## src/rtl/rv_pkg.sv

```systemverilog
// Shared definitions for the RV32I pipeline front end.
//   NOP           : canonical bubble instruction (addi x0, x0, 0)
//   fetch_state_e : fetch-stage control states
//   bswap32       : byte reversal used for little-endian instruction memory
package rv_pkg;

    localparam logic [31:0] NOP = 32'h0000_0013;

    typedef enum logic [1:0] {
        RUN   = 2'd0,
        REDIR = 2'd1,
        HOLD  = 2'd2
    } fetch_state_e;

    function automatic logic [31:0] bswap32(input logic [31:0] w);
        return {w[7:0], w[15:8], w[23:16], w[31:24]};
    endfunction

endpackage

```

## src/rtl/fetch_hold_buf.sv

```systemverilog
// Single-entry instruction hold buffer for the fetch stage.
// Captures a fetched word while the pipeline is stalled so the I-cache
// need not be re-read.
//   clk, rst_n  : clock, asynchronous active-low reset
//   load        : capture load_data, mark valid
//   load_data   : word to capture
//   consume     : entry has been used, mark empty
//   clear       : discard entry (takes priority over load)
//   data        : buffered word
//   valid       : buffer holds a word
module fetch_hold_buf
    import rv_pkg::*;
(
    input  logic        clk,
    input  logic        rst_n,
    input  logic        load,
    input  logic [31:0] load_data,
    input  logic        consume,
    input  logic        clear,
    output logic [31:0] data,
    output logic        valid
);

    logic [31:0] data_d, data_q;
    logic        valid_d, valid_q;

    always_comb begin
        data_d  = data_q;
        valid_d = valid_q;
        if (clear) begin
            valid_d = 1'b0;
        end else if (load) begin
            data_d  = load_data;
            valid_d = 1'b1;
        end else if (consume) begin
            valid_d = 1'b0;
        end
    end

    always_ff @(posedge clk or negedge rst_n) begin
        if (!rst_n) begin
            data_q  <= NOP;
            valid_q <= 1'b0;
        end else begin
            data_q  <= data_d;
            valid_q <= valid_d;
        end
    end

    assign data  = data_q;
    assign valid = valid_q;

endmodule

```

## src/rtl/fetch_stage.sv

```systemverilog
// Instruction-fetch stage of the 5-stage RV32I pipeline.
// Owns the PC and the IF/ID register, drives the I-cache read port, and
// absorbs I-cache miss latency with a hold buffer and a pending redirect.
//   clk, rst_n        : clock, asynchronous active-low reset
//   hazard_stall      : load-use stall, hold PC and IF/ID
//   hazard_flush      : write a bubble into IF/ID
//   branch_taken      : redirect request (single-cycle pulse)
//   branch_target     : redirect PC, word aligned
//   dc_stall          : global pipeline freeze
//   ic_read, ic_addr  : I-cache request, word address PC[31:2]
//   ic_rdata          : I-cache data, valid when ic_read=1 and ic_stall=0
//   ic_stall          : I-cache busy, address held stable
//   ifid_pc/inst/valid: IF/ID pipeline register
module fetch_stage
    import rv_pkg::*;
#(
    parameter logic [31:0] RESET_PC    = 32'h0000_0000,
    parameter bit          SWAP_ENDIAN = 1'b1
) (
    input  logic        clk,
    input  logic        rst_n,
    input  logic        hazard_stall,
    input  logic        hazard_flush,
    input  logic        branch_taken,
    input  logic [31:0] branch_target,
    input  logic        dc_stall,
    output logic        ic_read,
    output logic [29:0] ic_addr,
    input  logic [31:0] ic_rdata,
    input  logic        ic_stall,
    output logic [31:0] ifid_pc,
    output logic [31:0] ifid_inst,
    output logic        ifid_valid
);

    fetch_state_e state_d, state_q;
    logic [31:0]  pc_d, pc_q;
    logic [31:0]  redir_pc_d, redir_pc_q;
    logic [31:0]  ifid_pc_d, ifid_pc_q;
    logic [31:0]  ifid_inst_d, ifid_inst_q;
    logic         ifid_valid_d, ifid_valid_q;

    logic         buf_load, buf_consume, buf_clear;
    logic [31:0]  buf_data;
    logic         buf_valid;
    logic [31:0]  fetch_word;

    assign fetch_word = SWAP_ENDIAN ? bswap32(ic_rdata) : ic_rdata;

    fetch_hold_buf u_hold_buf (
        .clk       (clk),
        .rst_n     (rst_n),
        .load      (buf_load),
        .load_data (fetch_word),
        .consume   (buf_consume),
        .clear     (buf_clear),
        .data      (buf_data),
        .valid     (buf_valid)
    );

    always_comb begin
        state_d      = state_q;
        pc_d         = pc_q;
        redir_pc_d   = redir_pc_q;
        ifid_pc_d    = ifid_pc_q;
        ifid_inst_d  = ifid_inst_q;
        ifid_valid_d = ifid_valid_q;
        buf_load     = 1'b0;
        buf_consume  = 1'b0;
        buf_clear    = 1'b0;

        if (!dc_stall) begin
            unique case (state_q)
                RUN: begin
                    if (branch_taken) begin
                        ifid_valid_d = 1'b0;
                        ifid_inst_d  = NOP;
                        if (!ic_stall) begin
                            pc_d = branch_target;
                        end else begin
                            // Miss outstanding: keep ic_addr stable, redirect later.
                            redir_pc_d = branch_target;
                            state_d    = REDIR;
                        end
                    end else if (hazard_flush) begin
                        ifid_valid_d = 1'b0;
                        ifid_inst_d  = NOP;
                        if (!ic_stall) begin
                            if (hazard_stall) begin
                                buf_load = 1'b1;
                                state_d  = HOLD;
                            end else begin
                                pc_d = pc_q + 32'd4;
                            end
                        end
                    end else if (hazard_stall) begin
                        if (!ic_stall) begin
                            buf_load = 1'b1;
                            state_d  = HOLD;
                        end
                    end else if (!ic_stall) begin
                        ifid_pc_d    = pc_q;
                        ifid_inst_d  = fetch_word;
                        ifid_valid_d = 1'b1;
                        pc_d         = pc_q + 32'd4;
                    end else begin
                        ifid_valid_d = 1'b0;
                        ifid_inst_d  = NOP;
                    end
                end

                REDIR: begin
                    ifid_valid_d = 1'b0;
                    ifid_inst_d  = NOP;
                    if (!ic_stall) begin
                        // Returned word belongs to the old path and is dropped.
                        pc_d    = branch_taken ? branch_target : redir_pc_q;
                        state_d = RUN;
                    end else if (branch_taken) begin
                        redir_pc_d = branch_target;
                    end
                end

                HOLD: begin
                    if (branch_taken) begin
                        buf_clear    = 1'b1;
                        pc_d         = branch_target;
                        ifid_valid_d = 1'b0;
                        ifid_inst_d  = NOP;
                        state_d      = RUN;
                    end else if (hazard_flush) begin
                        ifid_valid_d = 1'b0;
                        ifid_inst_d  = NOP;
                        if (!hazard_stall) begin
                            buf_clear = 1'b1;
                            pc_d      = pc_q + 32'd4;
                            state_d   = RUN;
                        end
                    end else if (!hazard_stall) begin
                        ifid_pc_d    = pc_q;
                        ifid_inst_d  = buf_data;
                        ifid_valid_d = buf_valid;
                        buf_consume  = 1'b1;
                        pc_d         = pc_q + 32'd4;
                        state_d      = RUN;
                    end
                end

                default: begin
                    state_d = RUN;
                end
            endcase
        end
    end

    always_ff @(posedge clk or negedge rst_n) begin
        if (!rst_n) begin
            state_q      <= RUN;
            pc_q         <= RESET_PC;
            redir_pc_q   <= '0;
            ifid_pc_q    <= '0;
            ifid_inst_q  <= NOP;
            ifid_valid_q <= 1'b0;
        end else begin
            state_q      <= state_d;
            pc_q         <= pc_d;
            redir_pc_q   <= redir_pc_d;
            ifid_pc_q    <= ifid_pc_d;
            ifid_inst_q  <= ifid_inst_d;
            ifid_valid_q <= ifid_valid_d;
        end
    end

    // Read is requested from the first cycle out of reset, except while
    // the instruction is supplied by the hold buffer.
    assign ic_read    = rst_n && (state_q != HOLD);
    assign ic_addr    = pc_q[31:2];
    assign ifid_pc    = ifid_pc_q;
    assign ifid_inst  = ifid_inst_q;
    assign ifid_valid = ifid_valid_q;

endmodule

```

## config.mk

```make
export PLATFORM = sky130hd
export DESIGN_NAME = fetch_stage
export DESIGN_NICKNAME = d
export VERILOG_FILES = /design/src/rtl/rv_pkg.sv /design/src/rtl/fetch_hold_buf.sv /design/src/rtl/fetch_stage.sv
export SDC_FILE = /design/constraint.sdc
export NUM_CORES = 1
export LEC_CHECK = 0
export CAP_MARGIN = 20
export CORE_UTILIZATION = 53
export DETAILED_ROUTE_END_ITERATION = 7
export PLACE_DENSITY = 0.81
export SLEW_MARGIN = 30
export SYNTH_ARGS = -nofsm -noshare
export SYNTH_HDL_FRONTEND = slang
export SYNTH_SLANG_ARGS = --single-unit
```

## constraint.sdc

```tcl
create_clock -name clk -period 3.2 [get_ports clk]
set_input_delay 0.64 -clock clk [delete_from_list [all_inputs] [get_ports clk]]
set_output_delay 0.64 -clock clk [all_outputs]
set_load 0.03 [all_outputs]
```

==> results of run 1 <==
[synthesized netlist by cell type (7+ instances only)]
cell	instances	share of area [%]
dfrtp_1	158	43
xnor2_1	18	1.7
nor3_1	20	1.1
o31ai_1	9	0.73
inv_1	16	0.65
a22oi_1	35	2.8
nand3_1	19	1.0
clkbuf_1	60	2.4
o21a_1	8	0.65
xor2_1	7	0.66
a211oi_1	7	0.57
mux2_2	102	12
mux2i_1	7	0.76
nand4_1	19	1.3
o21ai_0	48	2.6
nor2_1	66	2.7
a22o_1	10	0.95
nor4_1	8	0.54
buf_2	14	0.76
buf_4	32	2.6
a221oi_1	15	1.4
o211ai_1	11	0.89
nand2_1	54	2.2
a21oi_1	61	3.3
a221o_1	10	1.1
[per-layer routing]
metal  wire length (um)  global-route usage, %
met5                  0                      0
met4                908                   13.8
met3               2460                   8.28
met2              12100                   46.1
met1              11000                   40.6
[through the flow]
| step | total power [uW] | std cells | setup slack, ns | hold slack, ns | instance area, um2 |
|---|---|---|---|---|---|
| 3_3_place_gp | 8910 | 1256 | 0.254 | 0.465 | 11100 |
| 3_5_place_dp | 9050 | 1256 | 0.154 | 0.465 | 11100 |
| 6_report | 11100 | 1288 | 0.255 | 0.256 | 11600 |
| 4_1_cts | 11000 | 1288 | 0.251 | 0.260 | 11600 |
| 5_1_grt | 11600 | 1288 | 0.157 | 0.284 | 11600 |
| 2_1_floorplan | 7260 | 927 | 0.721 | 0.344 | 9230 |
[placed cells by master (no fill, tap or decap), types with 7 or more instances in the layout]
master           netlist  layout
clkdlybuf4s50_1        0     165
dfrtp_1              158     158
mux2_2               102     102
nor2_1                66      66
a21oi_1               61      61
nand2_1               54      54
buf_4                 32      52
o21ai_0               48      48
a22oi_1               35      35
nand3_1               19      19
nand4_1               19      19
nor3_1                20      18
xnor2_1               18      18
clkbuf_16              0      17
inv_1                 16      16
a221oi_1              15      15
o211ai_1              11      11
a221o_1               10      10
a22o_1                10      10
o31ai_1                9       9
o21a_1                 8       8
inv_6                  0       8
nor4_1                 8       7
xor2_1                 7       7
a211oi_1               7       7
mux2i_1                7       7
[worst register-to-register path: cells and delay by family (launching register included)]
| kind | cells | cell delay (ns) |
|---|---|---|
| buffers and inverters | 1 | 0.13 |
| DFF | 1 | 0.45 |
| and+or+nand+nor | 1 | 0.16 |
| AOI/OAI and AO/OA | 5 | 1.42 |
| adders and majority gates | 1 | 0.55 |
[logic make-up after synthesis]
kind of cell,after synthesis
AND/OR/NAND/NOR,229
AO/OA/AOI/OAI,265
adder cells (fa/ha/maj),5
multiplexers,109
XOR/XNOR,25
flip-flops,164
buffers and inverters,130
[power groups by stage]
| stage | Combinational, uW | Sequential, uW | Clock, uW |
|---|---|---|---|
| after global routing | 5590 | 3980 | 2050 |
| after global placement | 5090 | 3810 | 0 |
| after CTS | 5230 | 3840 | 1960 |
| after floorplan | 3130 | 4140 | 0 |
| final | 5250 | 3860 | 1940 |
| after detailed placement | 5200 | 3850 | 0 |
[sequential cells by signal (all words and copies together) (netlist names)]
signal	cells
state_q	2
pc_q	32
redir_pc_q	32
ifid_valid	1
u_hold_buf.data	32
ifid_pc	32
u_hold_buf.valid	1
ifid_inst	32
[cell type report]
class / instances / area [um2]
well taps: 220 / 275
inverters: 17 / 63.8
fillers: 1268 / 5180
multi-input cells: 633 / 4520
clock buffers: 18 / 429
repair buffers: 222 / 2120
clock inverters: 14 / 115
flip-flops and latches: 164 / 4110
[worst max-delay path by stage]
stage                      start            end  cells past startpoint
global route          state_q[0]        ic_read                      4
global placement    branch_taken    ifid_pc[25]                      7
floorplan               ic_stall  redir_pc_q[0]                      5
CTS                   state_q[0]        ic_read                      4
detailed placement  branch_taken    ifid_pc[30]                      7
finish                state_q[0]        ic_read                      4
==> results.json, run 1 <==
{
  "slew_headroom_pct": 30.3,
  "worstPathMaxFanout": 14,
  "vias": 8232,
  "power_frac_comb_pct": 47.5,
  "regToRegEndpoint": "pc_q[22]",
  "finalSetupTns_ns": 0,
  "yosys.area_share.simple_pct": 12.4,
  "io_pins": 167,
  "path_clk_slew_ns": 0.07,
  "start_kind": "flip-flop",
  "arrival_ns": 2.31,
  "leakage_uw": 0.00463,
  "pwr-share-clk_pct": 17.5,
  "synth_ff_type": "dfrtp_1",
  "ys_warn_count": 0,
  "setup_viol": 0,
  "die_area_um2": 17900,
  "synth-compound-area-share_pct": 19.9,
  "grt_pass1_wl_mm": 42.5,
  "postCtsSetupBuffers": 0,
  "drtPass1Iterations": 5,
  "critPathSlowestCell": "clkdlybuf4s50_1",
  "cts_buffer_depth": 2,
  "slew_violations": 0,
  "utilization_pct": 69.2,
  "synth_edf_count": 0,
  "synth_xor_area_share_pct": 2.37,
  "drc_errors": 0,
  "gp_congestion": 0.984,
  "peakVddDrop_uv": 576,
  "numCtsBuffers": 17,
  "p_int_uw": 6390,
  "hold_class": "input port to async pin",
  "hold_viol_final": 0,
  "postSynth.asyncResetShare_pct": 100,
  "dp.final_hpwl_mm": 18.1,
  "slowest_delay_ns": 0.69,
  "ctsHoldBuffers": 0,
  "cts_resized": 0,
  "synth_mux_area_share_pct": 13.2,
  "rows": 47,
  "wl_per_cell_um": 20.6,
  "path_delay_family": "buffers and inverters",
  "path_buf_inv": 2,
  "synth_top_family_by_area": "compound AO/OA/AOI/OAI gates",
  "r2r-start": "state_q[0]",
  "status": "finished, final reports clean",
  "cts_tree": "done",
  "synth_cell_types": 70,
  "clock-root-buffer": "clkbuf_16",
  "worstSkewPairLatency_ns": 0.44,
  "grt_max_degree": 74,
  "max-cap-violations": 0,
  "p_sw_share_pct": 42.2,
  "htree_levels": 4,
  "seq_power_share_pct": 34.9,
  "grt_pass1_vias": 8015,
  "skew_ns": 0.00821,
  "start_util_pct": 54.9,
  "antenna_cells": 0,
  "fin_crit_ns": 2.95,
  "yosysSeqAreaShare_pct": 44.6,
  "syn_area_per_cell_um2": 9.95,
  "ff2ff_path_depth": 8,
  "synth_area_um2": 9230,
  "port_buffers": 166,
  "grt.total_usage_pct": 30.4,
  "syn_inst": 927,
  "synth_adder_area_share_pct": 0.678,
  "die-width_um": 134,
  "worstPathRequired_ns": 2.56,
  "fin_nets": 1131,
  "finalCritPeriodShare_pct": 92.0,
  "gr-total-overflow": 0,
  "power_density_nw_per_um2": 950,
  "drt_iter0_markers": 860,
  "rrSetupSlack_ns": 0.44,
  "core_region_area_um2": 16800,
  "die_h_um": 134,
  "tightest_slew_ns": 1.04,
  "antenna_found_initial": 0,
  "wl_mm": 26.5,
  "worstSetupPathType": "flip-flop to output pin",
  "critical_path.cell_chain": "inv_1 > ha_1 > nor2b_1 > clkdlybuf4s50_1",
  "syn-num-nets": 1003,
  "area_growth_pct": 26.2,
  "ys_ff_latch": 164,
  "p_sw_uw": 4670,
  "drive_gt1_share_pct": 20.1,
  "via_per_inst": 6.39,
  "rsz0062_at_grt": "false",
  "cts_sinks": 164,
  "timing.fmax_mhz": 340,
  "ant_nets": 0,
  "endpoint_kind": "output pin"
}
No activity file was read; power rests on OpenSTA's default activity.
==> run 2, diff against run 1 <==
--- a/config.mk
+++ b/config.mk
@@ -8,6 +8,7 @@
 export CAP_MARGIN = 20
 export CORE_UTILIZATION = 53
 export DETAILED_ROUTE_END_ITERATION = 7
+export GPL_TIMING_DRIVEN = 0
 export PLACE_DENSITY = 0.81
 export SLEW_MARGIN = 30
 export SYNTH_ARGS = -nofsm -noshare
==> results.json, run 2 (same netlist as run 1, synthesis figures left out) <==
{
  "gp_congestion": 1.01,
  "final_cell_count_no_fill": 1343,
  "final_common_cell": "clkdlybuf4s50_1",
  "cts_sinks": 164,
  "arrival_ns": 3.37,
  "clock-root-buffer": "clkbuf_16",
  "drive_gt1_share_pct": 19.1,
  "dp.final_hpwl_mm": 21.3,
  "hold_class": "input port to async pin",
  "grt.total_usage_pct": 34.4,
  "max-cap-violations": 0,
  "worstPathRequired_ns": 3.43,
  "area_growth_pct": 27.7,
  "rows": 47,
  "setup_viol": 0,
  "drtPass1Iterations": 6,
  "vias": 8455,
  "slowest_delay_ns": 0.52,
  "endpoint_kind": "flip-flop",
  "wl_per_cell_um": 22.5,
  "antenna_cells": 0,
  "total_power_uw": 11500,
  "postCtsSetupBuffers": 0,
  "dpl_cell_area_um2": 11200,
  "cts_tree": "done",
  "drc_errors": 0,
  "worstSkewPairLatency_ns": 0.44,
  "rsz0062_at_grt": "false",
  "cts_buffer_depth": 2,
  "ant_nets": 0,
  "port_buffers": 164,
  "start_util_pct": 54.9,
  "die_area_um2": 17900,
  "peakVddDrop_uv": 528,
  "grt_pass1_wl_mm": 46.7,
  "antenna_found_initial": 0,
  "slew_violations": 0,
  "worstPathMaxFanout": 10,
  "skew_ns": 0.00735,
  "finalCritPeriodShare_pct": 98.2,
  "wl_mm": 30.2,
  "die_h_um": 134,
  "slew_headroom_pct": 44.2,
  "gr-total-overflow": 0,
  "fin_area_um2": 11800,
  "start_kind": "input port",
  "numCtsBuffers": 17,
  "fillers": 1316,
  "status": "finished, final reports clean",
  "grt_max_degree": 87,
  "htree_levels": 4,
  "io_pins": 167,
  "critical_path.cell_chain": "clkdlybuf4s50_1 > clkbuf_1 > or2_1 > clkbuf_2 > o211ai_1 > buf_2 > nor2_2 > o221ai_1 > a21oi_1 > a311oi_1",
  "timing.fmax_mhz": 318,
  "grt_pass1_vias": 8279,
  "via_per_inst": 6.30,
  "layout_common_cells": "162 x clkdlybuf4s50_1, 158 x dfrtp_1, 102 x mux2_2",
  "ctsHoldBuffers": 0,
  "worstSetupPathType": "input port to flip-flop",
  "power_density_nw_per_um2": 972,
  "critPathSlowestCell": "clkdlybuf4s50_1",
  "path_clk_slew_ns": 0.06,
  "tightest_slew_ns": 0.838,
  "core_region_area_um2": 16800,
  "dp_cells": 1312,
  "hold_viol_final": 0,
  "die-width_um": 134,
  "leakage_uw": 0.00469,
  "fin_nets": 1187,
  "drt_iter0_markers": 884,
  "fin_crit_ns": 3.14
}
==> run 2: cell types whose count changed in the layout (fill, tap and decap cells not counted), moves of 2 or more <==
cell             before  now
buf_4                52   32
nor3_2                2    0
inv_6                 8    6
buf_2                 0   15
clkdlybuf4s50_1     165  162
clkbuf_2              0    8
buf_1                 0    3
buf_12                3    0
nor3_1               18   20
clkbuf_1              1   53
==> run 2: layer usage <==
metal | wire length (um) | global-route usage, % | up-vias
met3 | 3140 | 9.56 | 88
met2 | 13500 | 52.6 | 479
met1 | 12300 | 45.6 | 4118
met5 | 0 | 0 | -
met4 | 1150 | 15.6 | 0
li1 | - | - | 3770
==> run 2: critical path, delay by kind of cell <==
family / cells / cell delay [ns]
and+or+nand+nor: 2 / 0.64
buffers and inverters: 4 / 1.42
AOI/OAI and AO/OA: 4 / 0.65
==> run 2: final timing paths <==
| kind | end | start | cells past startpoint | slack [ns] |
|---|---|---|---|---|
| max reg2reg | pc_q[19] | state_q[0] | 8 | 0.16 |
| max in group asynchronous | u_hold_buf.data[4] | rst_n | 2 | 2.17 |
| min reg2reg | ifid_inst[1] | ifid_inst[1] | 2 | 0.51 |
| min in group clk | ifid_inst[1] | ifid_inst[1] | 2 | 0.51 |
| min | ifid_pc[24] | rst_n | 1 | 0.15 |
| max | pc_q[19] | hazard_flush | 10 | 0.06 |
==> run 2: final cells by class <==
| type | count | area, um2 | share of cell area (%) |
|---|---|---|---|
| buffer | 113 | 588 | 4.99 |
| clock buffer | 18 | 439 | 3.73 |
| clock inverter | 13 | 113 | 0.956 |
| inverter | 17 | 63.8 | 0.542 |
| multi-input combinational | 633 | 4520 | 38.4 |
| sequential | 164 | 4110 | 34.9 |
| tap | 220 | 275 | 2.34 |
| timing repair buffer | 165 | 1670 | 14.2 |
==> run 2: per-stage QoR <==
stage	worst slack, ns	hold slack (ns)	TNS, ns	utilization (%)
final	0.0586	0.153	0	70.1
after global routing	0.0434	0.225	0	70.1
after CTS	0.00369	0.201	0	69.9
after detailed placement	-0.663	0.479	-33.40	66.6
after global placement	-5.18	0.463	-903.78	66.3
after floorplan	0.721	0.344	0	-
==> run 2: power by group <==
group / switching (uW) / total (uW) / internal, uW
combinational: 3310 / 5810 / 2500
sequential: 641 / 3670 / 3030
clock: 943 / 1980 / 1030
total: 4890 / 11500 / 6560
==> run 2: repair_timing <==
item / CTS / global route
gates resized for setup: 6 / 11
hold endpoints to repair: 0 / 0
pin swaps: 0 / 1
endpoints found under the setup margin: 14 / 59
